$ cat src/rtl/memc_deskew_if.sv
// Host-side bus of the deskew buffer: skewed capture lanes in, registered row reads out.
// The master side drives the strobes and skewed lanes. The slave side is the buffer itself.
interface memc_deskew_if #(
    parameter int BITS_C = 16,
    parameter int DIM    = 8
);
    logic                                 en;
    logic                                 clr;
    logic signed [DIM-1:0][BITS_C-1:0]    Cin;
    logic                                 RdEn;
    logic        [$clog2(DIM)-1:0]        Crow;
    logic signed [DIM-1:0][BITS_C-1:0]    Cout;
    logic                                 Cvalid;
    logic                                 full;
    logic                                 busy;

    modport master (
        output en, clr, Cin, RdEn, Crow,
        input  Cout, Cvalid, full, busy
    );

    modport slave (
        input  en, clr, Cin, RdEn, Crow,
        output Cout, Cvalid, full, busy
    );
endinterface

$ cat src/rtl/memc_deskew.sv
// Deskew buffer: undoes the diagonal skew of the systolic array output into a DIM x DIM
// matrix, then serves nondestructive row reads with a one-cycle registered latency.
module memc_deskew_lane #(
    parameter int BITS_C = 16,
    parameter int DIM    = 8,
    parameter int LANE   = 0,
    parameter int KW     = 4
) (
    input  logic                         clk,
    input  logic                         rst_n,
    input  logic                         i_clr,
    input  logic                         i_cap,
    input  logic [KW-1:0]                i_k,
    input  logic [BITS_C-1:0]            i_d,
    output logic [DIM-1:0][BITS_C-1:0]   o_row
);
    localparam int CW = $clog2(DIM);

    logic [DIM-1:0][BITS_C-1:0] r_row;
    logic [KW-1:0]              w_col;
    logic                       w_win;

    // Lane LANE carries column k-LANE at step k; anything outside the diagonal is junk.
    assign w_col = i_k - KW'(LANE);
    assign w_win = (i_k >= KW'(LANE)) && (w_col < KW'(DIM));

    always_ff @(posedge clk or negedge rst_n) begin
        if (!rst_n) begin
            r_row <= '0;
        end else if (i_clr) begin
            r_row <= '0;
        end else if (i_cap && w_win) begin
            r_row[w_col[CW-1:0]] <= i_d;
        end
    end

    assign o_row = r_row;
endmodule

module memc_deskew #(
    parameter int BITS_C = 16,
    parameter int DIM    = 8
) (
    input  logic           clk,
    input  logic           rst_n,
    memc_deskew_if.slave   bus
);
    localparam int KW = $clog2(2 * DIM);
    localparam logic [KW-1:0] K_LAST = KW'(2 * DIM - 2);

    typedef enum logic [1:0] {
        S_IDLE,
        S_CAP,
        S_FULL
    } state_t;

    state_t                              r_state;
    logic [KW-1:0]                       r_k;
    logic                                r_full;
    logic                                r_busy;
    logic                                r_cvalid;
    logic [DIM-1:0][BITS_C-1:0]          r_cout;
    logic [DIM-1:0][DIM-1:0][BITS_C-1:0] w_rows;
    logic                                w_cap;
    logic                                w_rd;

    // A step is consumed only while the matrix is still filling; clr always wins.
    assign w_cap = bus.en && !bus.clr && (r_state != S_FULL);
    assign w_rd  = bus.RdEn && !bus.clr && (r_state == S_FULL);

    genvar gi;
    generate
        for (gi = 0; gi < DIM; gi++) begin : g_lane
            memc_deskew_lane #(
                .BITS_C (BITS_C),
                .DIM    (DIM),
                .LANE   (gi),
                .KW     (KW)
            ) u_lane (
                .clk    (clk),
                .rst_n  (rst_n),
                .i_clr  (bus.clr),
                .i_cap  (w_cap),
                .i_k    (r_k),
                .i_d    (bus.Cin[gi]),
                .o_row  (w_rows[gi])
            );
        end
    endgenerate

    always_ff @(posedge clk or negedge rst_n) begin
        if (!rst_n) begin
            r_state  <= S_IDLE;
            r_k      <= '0;
            r_full   <= 1'b0;
            r_busy   <= 1'b0;
            r_cvalid <= 1'b0;
            r_cout   <= '0;
        end else if (bus.clr) begin
            r_state  <= S_IDLE;
            r_k      <= '0;
            r_full   <= 1'b0;
            r_busy   <= 1'b0;
            r_cvalid <= 1'b0;
            r_cout   <= '0;
        end else begin
            r_cvalid <= w_rd;
            if (w_rd) begin
                r_cout <= w_rows[bus.Crow];
            end
            case (r_state)
                S_IDLE: begin
                    if (bus.en) begin
                        r_state <= S_CAP;
                        r_k     <= r_k + 1'b1;
                        r_busy  <= 1'b1;
                    end
                end
                S_CAP: begin
                    if (bus.en) begin
                        // Hold k at the last step so the counter never wraps.
                        if (r_k == K_LAST) begin
                            r_state <= S_FULL;
                            r_full  <= 1'b1;
                            r_busy  <= 1'b0;
                        end else begin
                            r_k <= r_k + 1'b1;
                        end
                    end
                end
                S_FULL: begin
                    r_state <= S_FULL;
                end
                default: begin
                    r_state <= S_IDLE;
                end
            endcase
        end
    end

    assign bus.Cout   = r_cout;
    assign bus.Cvalid = r_cvalid;
    assign bus.full   = r_full;
    assign bus.busy   = r_busy;
endmodule

$ cat src/flat_wrapper.sv
// flat-port wrapper written by rule: the top's interface ports become plain ports
module memc_deskew_flat 
#(
    parameter int BITS_C = 16,
    parameter int DIM    = 8
)
  (clk, rst_n, bus_en, bus_clr, bus_Cin, bus_RdEn, bus_Crow, bus_Cout, bus_Cvalid, bus_full, bus_busy);
  memc_deskew_if #(.BITS_C(BITS_C), .DIM(DIM)) bus_i ();
  input  logic clk;
  input  logic rst_n;
  input wire logic [$bits(bus_i.en)-1:0] bus_en;
  input wire logic [$bits(bus_i.clr)-1:0] bus_clr;
  input wire logic [$bits(bus_i.Cin)-1:0] bus_Cin;
  input wire logic [$bits(bus_i.RdEn)-1:0] bus_RdEn;
  input wire logic [$bits(bus_i.Crow)-1:0] bus_Crow;
  output wire logic [$bits(bus_i.Cout)-1:0] bus_Cout;
  output wire logic [$bits(bus_i.Cvalid)-1:0] bus_Cvalid;
  output wire logic [$bits(bus_i.full)-1:0] bus_full;
  output wire logic [$bits(bus_i.busy)-1:0] bus_busy;
  assign bus_i.en = bus_en;
  assign bus_i.clr = bus_clr;
  assign bus_i.Cin = bus_Cin;
  assign bus_i.RdEn = bus_RdEn;
  assign bus_i.Crow = bus_Crow;
  assign bus_Cout = bus_i.Cout;
  assign bus_Cvalid = bus_i.Cvalid;
  assign bus_full = bus_i.full;
  assign bus_busy = bus_i.busy;
  memc_deskew #(.BITS_C(BITS_C), .DIM(DIM)) u_core (.clk(clk), .rst_n(rst_n), .bus(bus_i));
endmodule
$ cat config.mk
export PLATFORM = sky130hd
export DESIGN_NAME = memc_deskew_flat
export DESIGN_NICKNAME = d
export VERILOG_FILES = /design/src/rtl/memc_deskew_if.sv /design/src/rtl/memc_deskew.sv /design/src/flat_wrapper.sv
export SDC_FILE = /design/constraint.sdc
export NUM_CORES = 2
export LEC_CHECK = 0
export BUFFER_PORTS_ARGS = -buffer_cell sky130_fd_sc_hd__buf_2
export CORE_ASPECT_RATIO = 0.75
export CORE_MARGIN = 10
export CORE_UTILIZATION = 40
export CTS_CLUSTER_SIZE = 28
export DETAILED_ROUTE_END_ITERATION = 6
export MAX_ROUTING_LAYER = met4
export PLACE_DENSITY = 0.64
export SYNTH_ARGS = -nofsm -noshare
export SYNTH_HDL_FRONTEND = slang
export SYNTH_SLANG_ARGS = --single-unit
$ cat constraint.sdc
create_clock -name clk -period 3.9 [get_ports clk]
set_input_delay 0.78 -clock clk [delete_from_list [all_inputs] [get_ports clk]]
set_output_delay 0.78 -clock clk [all_outputs]
set_load 0.05 [all_outputs]
==> impl_metrics.csv <==
group,metric,value,unit
run_status,run_status,"finished with violations",
run_status,violations_in_the_final_reports,"design-rule violations",
floorplan,die_height,339.9,um
worst_setup_path,critPathRequiredTime,4520,ps
global_route,global_route.overflow_total,0,
worst_setup_path,critPathArrivalTime,4460,ps
floorplan,initial_core_utilization,40.25,%
floorplan,die_width,446.5,um
power,power.share.switching,30.19,%
worst_setup_path,crit_path_end,"u_core.g_lane[3].u_lane.o_row[42]",
global_route,global_route.usage.met2,37.42,%
worst_setup_path,ff2ff_setup_slack,60,ps
logic_synthesis,synth.top_cell.area_share,53.25,%
worst_setup_path,timing_worst_setup_path_type,"flop to flop",
logic_synthesis,synth-seq-cells,1161,
worst_setup_path,worst_setup_path_startpoint,"u_core.r_k[0]",
global_route,grt.busiest_layer,"met1",
floorplan,rows,117,
routing,drt.antenna.violating_nets,0,
logic_synthesis,post_synth.cell_area_avg,10.51,um^2
timing,final_period_minus_worst_setup_slack,3838,ps
routing,total_vias_in_the_final_route,44410,
power,power.sequential.fraction,44.6,%
routing,routed_via_density,6.195,
worst_setup_path,start_kind,"flop",
clock_tree,cts-root-buf,"clkbuf_16",
logic_synthesis,synth_area,54560,um^2
logic_synthesis,synth_flop_cell,"dfrtp_1",
logic_synthesis,synth.most_common_cell,"nand2_1",
clock_tree,clock_path_buffers,3,
finish,num-nets-final,5417,
worst_setup_path,reg2regPathDepth,6,
worst_setup_path,reg2reg_to,"u_core.g_lane[3].u_lane.o_row[42]",
global_route,largest_net_degree_at_the_start_of_global_routing,177,
timing,finalSetupTns,0,ps
finish,post_route_cells_drive_above_1_share,22.07,%
routing,drt_pre_antenna_iters,7,
floorplan,number_of_i_o_pins,267,
timing,clock-skew-final,41.63,ps
power,pwr-share-comb,15.0,%
global_route,antenna_found_initial,27,
logic_synthesis,synth_sequential_area_ratio,53.25,%
timing,setup_viol_count_final,0,
worst_setup_path,endpoint_kind,"flop",
timing,period_share,98.40,%
clock_tree,tritoncts.num_buffers,109,
logic_synthesis,dominant_cell_type_by_area_after_synthesis,"dfrtp_1",
placed_design,port_buffers,266,
floorplan,design.die.area,151700,um^2
logic_synthesis,syn-instance-count,5190,
worst_setup_path,reg2reg_from,"u_core.r_k[0]",
routing,number_of_drc_violations_after_detailed_routing,2,
power,power.net_switching,8.517,mW
clock_tree,worst_skew_pair.late_latency,760,ps
logic_synthesis,asyncSetResetFlopFracSynth,100.0,%
worst_hold_path,worst_hold_path_class,"input port to flop",
clock_tree,h-tree-depth,3,
power,power_density,457.1,nW/um^2
power,leakagePower,28.83,nW
power,report.power.total,28.21,mW
timing,grt_setup_unrepaired,"false",
floorplan,design.core.area,135600,um^2
logic_synthesis,ys_top_cells_by_count,"1345 x nand2_1, 1161 x dfrtp_1, 351 x clkbuf_1",
power,p_int,19.70,mW
timing,fmaxAchievable,0.2606,GHz
logic_synthesis,synth_enable_flop_cells,0,
finish,syn2layout_area_growth,13.11,%
finish,fin_area,61710,um^2
placed_design,place_congestion,0.9422,
finish,multi_input_comb_area,23710,um^2
logic_synthesis,yosysUniqueCellTypes,66,
logic_synthesis,synth_area_leaders,"dfrtp_1 53%, nand2_1 9.3%, mux2_2 6.9%",
power,pwr-share-clk,40.4,%
clock_tree,post_cts_resized,0,
worst_setup_path,cp_max_fo,11,
logic_synthesis,synth.yosys.warnings,0,
global_route,grt_use_met1,40.75,%
clock_tree,cts.hold.buffers_added,1,
routing,dr.first_iter.drc_count,6658,
routing,routed_wirelength,220.8,mm
global_route,grt_first_pass_wirelength,312.4,mm
clock_tree,numClockSinks,1161,
clock_tree,cts_tree,"built",
global_route,first_global_vias,42420,
finish,layout.filler_cells,12590,
global_route,met3_usage,11.39,%
run,timing.max_cap.violations,0,
clock_tree,clk_transition_reported_paths,70,ps
finish,final-seq-area,29050,um^2
timing,timing.max_slew.rel_slack,12.36,%
global_route,track_usage,28.88,%
timing,report.final.slew_viol_count,0,
placed_design,placed_cell_area,57930,um^2
logic_synthesis,syn-num-nets,5337,
power,ir_drop,0.3101,mV
timing,worstMarginPinSlew,1315,ps
clock_tree,total_setup_buffers_inserted_after_cts,0,
routing,route.detailed.wl_per_inst,30.80,um
placed_design,detailedPlacementHpwl,153.5,mm
timing,final_hold_viol_count,0,
[cells in the final DEF, fill, tap and decap left out, types with 6 or more instances in the layout]
master     synthesis  final
nor4_1            50     46
bufinv_16          0     10
clkbuf_1         351     25
buf_4             32    132
nor3_1            41     31
buf_12             0     25
o31ai_1          130    130
clkbuf_8           0     24
inv_6              0      6
o22ai_1          128    128
mux4_2           128    128
diode_2            0     19
nor3_2             1     11
mux2_1            10     10
mux2_2           333    333
nand2_1         1345   1343
nor2_1           144    144
a21oi_1          235    234
ha_1              11     11
nand3_1           85     84
dfrtp_1         1161   1161
inv_1             24     23
o21ai_2            5     10
buf_2             45    261
a31o_2            69     69
o21ai_0          256    256
clkinv_2           0     24
mux2i_1          321    321
o2bb2ai_1         81     81
or3_1              7      7
clkbuf_16          0    111
nand2b_1          10      9
nor2b_1           95     95
[layout make-up]
| type | count | share of cell area (%) |
|---|---|---|
| sequential | 1161 | 47.08 |
| multi-input combinational | 3551 | 38.41 |
| clock buffer | 160 | 5.188 |
| timing repair buffer | 422 | 4.616 |
| tap | 1785 | 3.619 |
| clock inverter | 46 | 0.8475 |
| inverter | 25 | 0.1642 |
| antenna | 19 | 0.07704 |
[power by group through the flow]
stage                     Clock (mW)  Combinational (mW)  Sequential (mW)
after floorplan                    0                2.13             13.0
after global placement             0                4.06             12.8
after detailed placement           0                4.10             12.8
after CTS                       11.4                4.11             12.6
after global routing            11.9                4.36             12.6
final                           11.4                4.23             12.6
[critical path, cell delays in order (launching register included)]
cell,delay (ps)
dfrtp_1,360
clkinv_1,290
ha_1,670
nand3b_1,470
nor2_1,630
nand3_1,750
a31o_2,500
[per-stage QoR]
stage	setup slack, ps	cells	hold WS [ps]	util (%)
2_1_floorplan	946.4	5190	446.0	-
3_3_place_gp	340.5	6943	455.6	42.74
3_5_place_dp	261.7	6943	463.1	42.74
4_1_cts	229.2	7150	258.8	45.49
5_1_grt	82.08	7162	279.8	45.51
6_report	62.34	7169	285.2	45.53
[state kept, by name (all words and copies together) (netlist names)]
signal	cells
u_core.bus.full	1
u_core.r_state	2
u_core.bus.busy	1
u_core.g_lane.u_lane.o_row	1024
u_core.bus.Cvalid	1
u_core.r_k	4
u_core.bus.Cout	128
[worst min path at each step]
stage                                     startpoint                            endpoint  cells past startpoint
floorplan           u_core.g_lane[4].u_lane.o_row[0]    u_core.g_lane[4].u_lane.o_row[0]                      2
global placement                  u_core.bus.Cout[4]                  u_core.bus.Cout[4]                      2
detailed placement                u_core.bus.Cout[2]                  u_core.bus.Cout[2]                      2
CTS                                     bus_Cin[117]  u_core.g_lane[7].u_lane.o_row[117]                      3
global route                            bus_Cin[125]  u_core.g_lane[7].u_lane.o_row[125]                      3
finish                                  bus_Cin[125]  u_core.g_lane[7].u_lane.o_row[125]                      3
[logic make-up (layout without fill, tap and decap cells)]
family / after synthesis / after routing / share of synthesized area (%)
simple gates: 1809 / 1809 / 13.73
flops: 1161 / 1161 / 53.25
compound gates: 937 / 937 / 10.85
mux: 792 / 792 / 18.25
buf+inv: 478 / 653 / 3.641
fa+ha+maj: 11 / 11 / 0.2522
xor+xnor: 2 / 2 / 0.03211
other cells: 0 / 19 / 0
[metal layers]
layer	part of all wire [%]	up-vias	wire length (um)
met1	41	22750	90750
met4	3.4	0	7565
met2	41	3032	89580
met3	15	358	32920
li1	-	18280	-
met5	0	-	0
(Power assumes the default switching activity.)
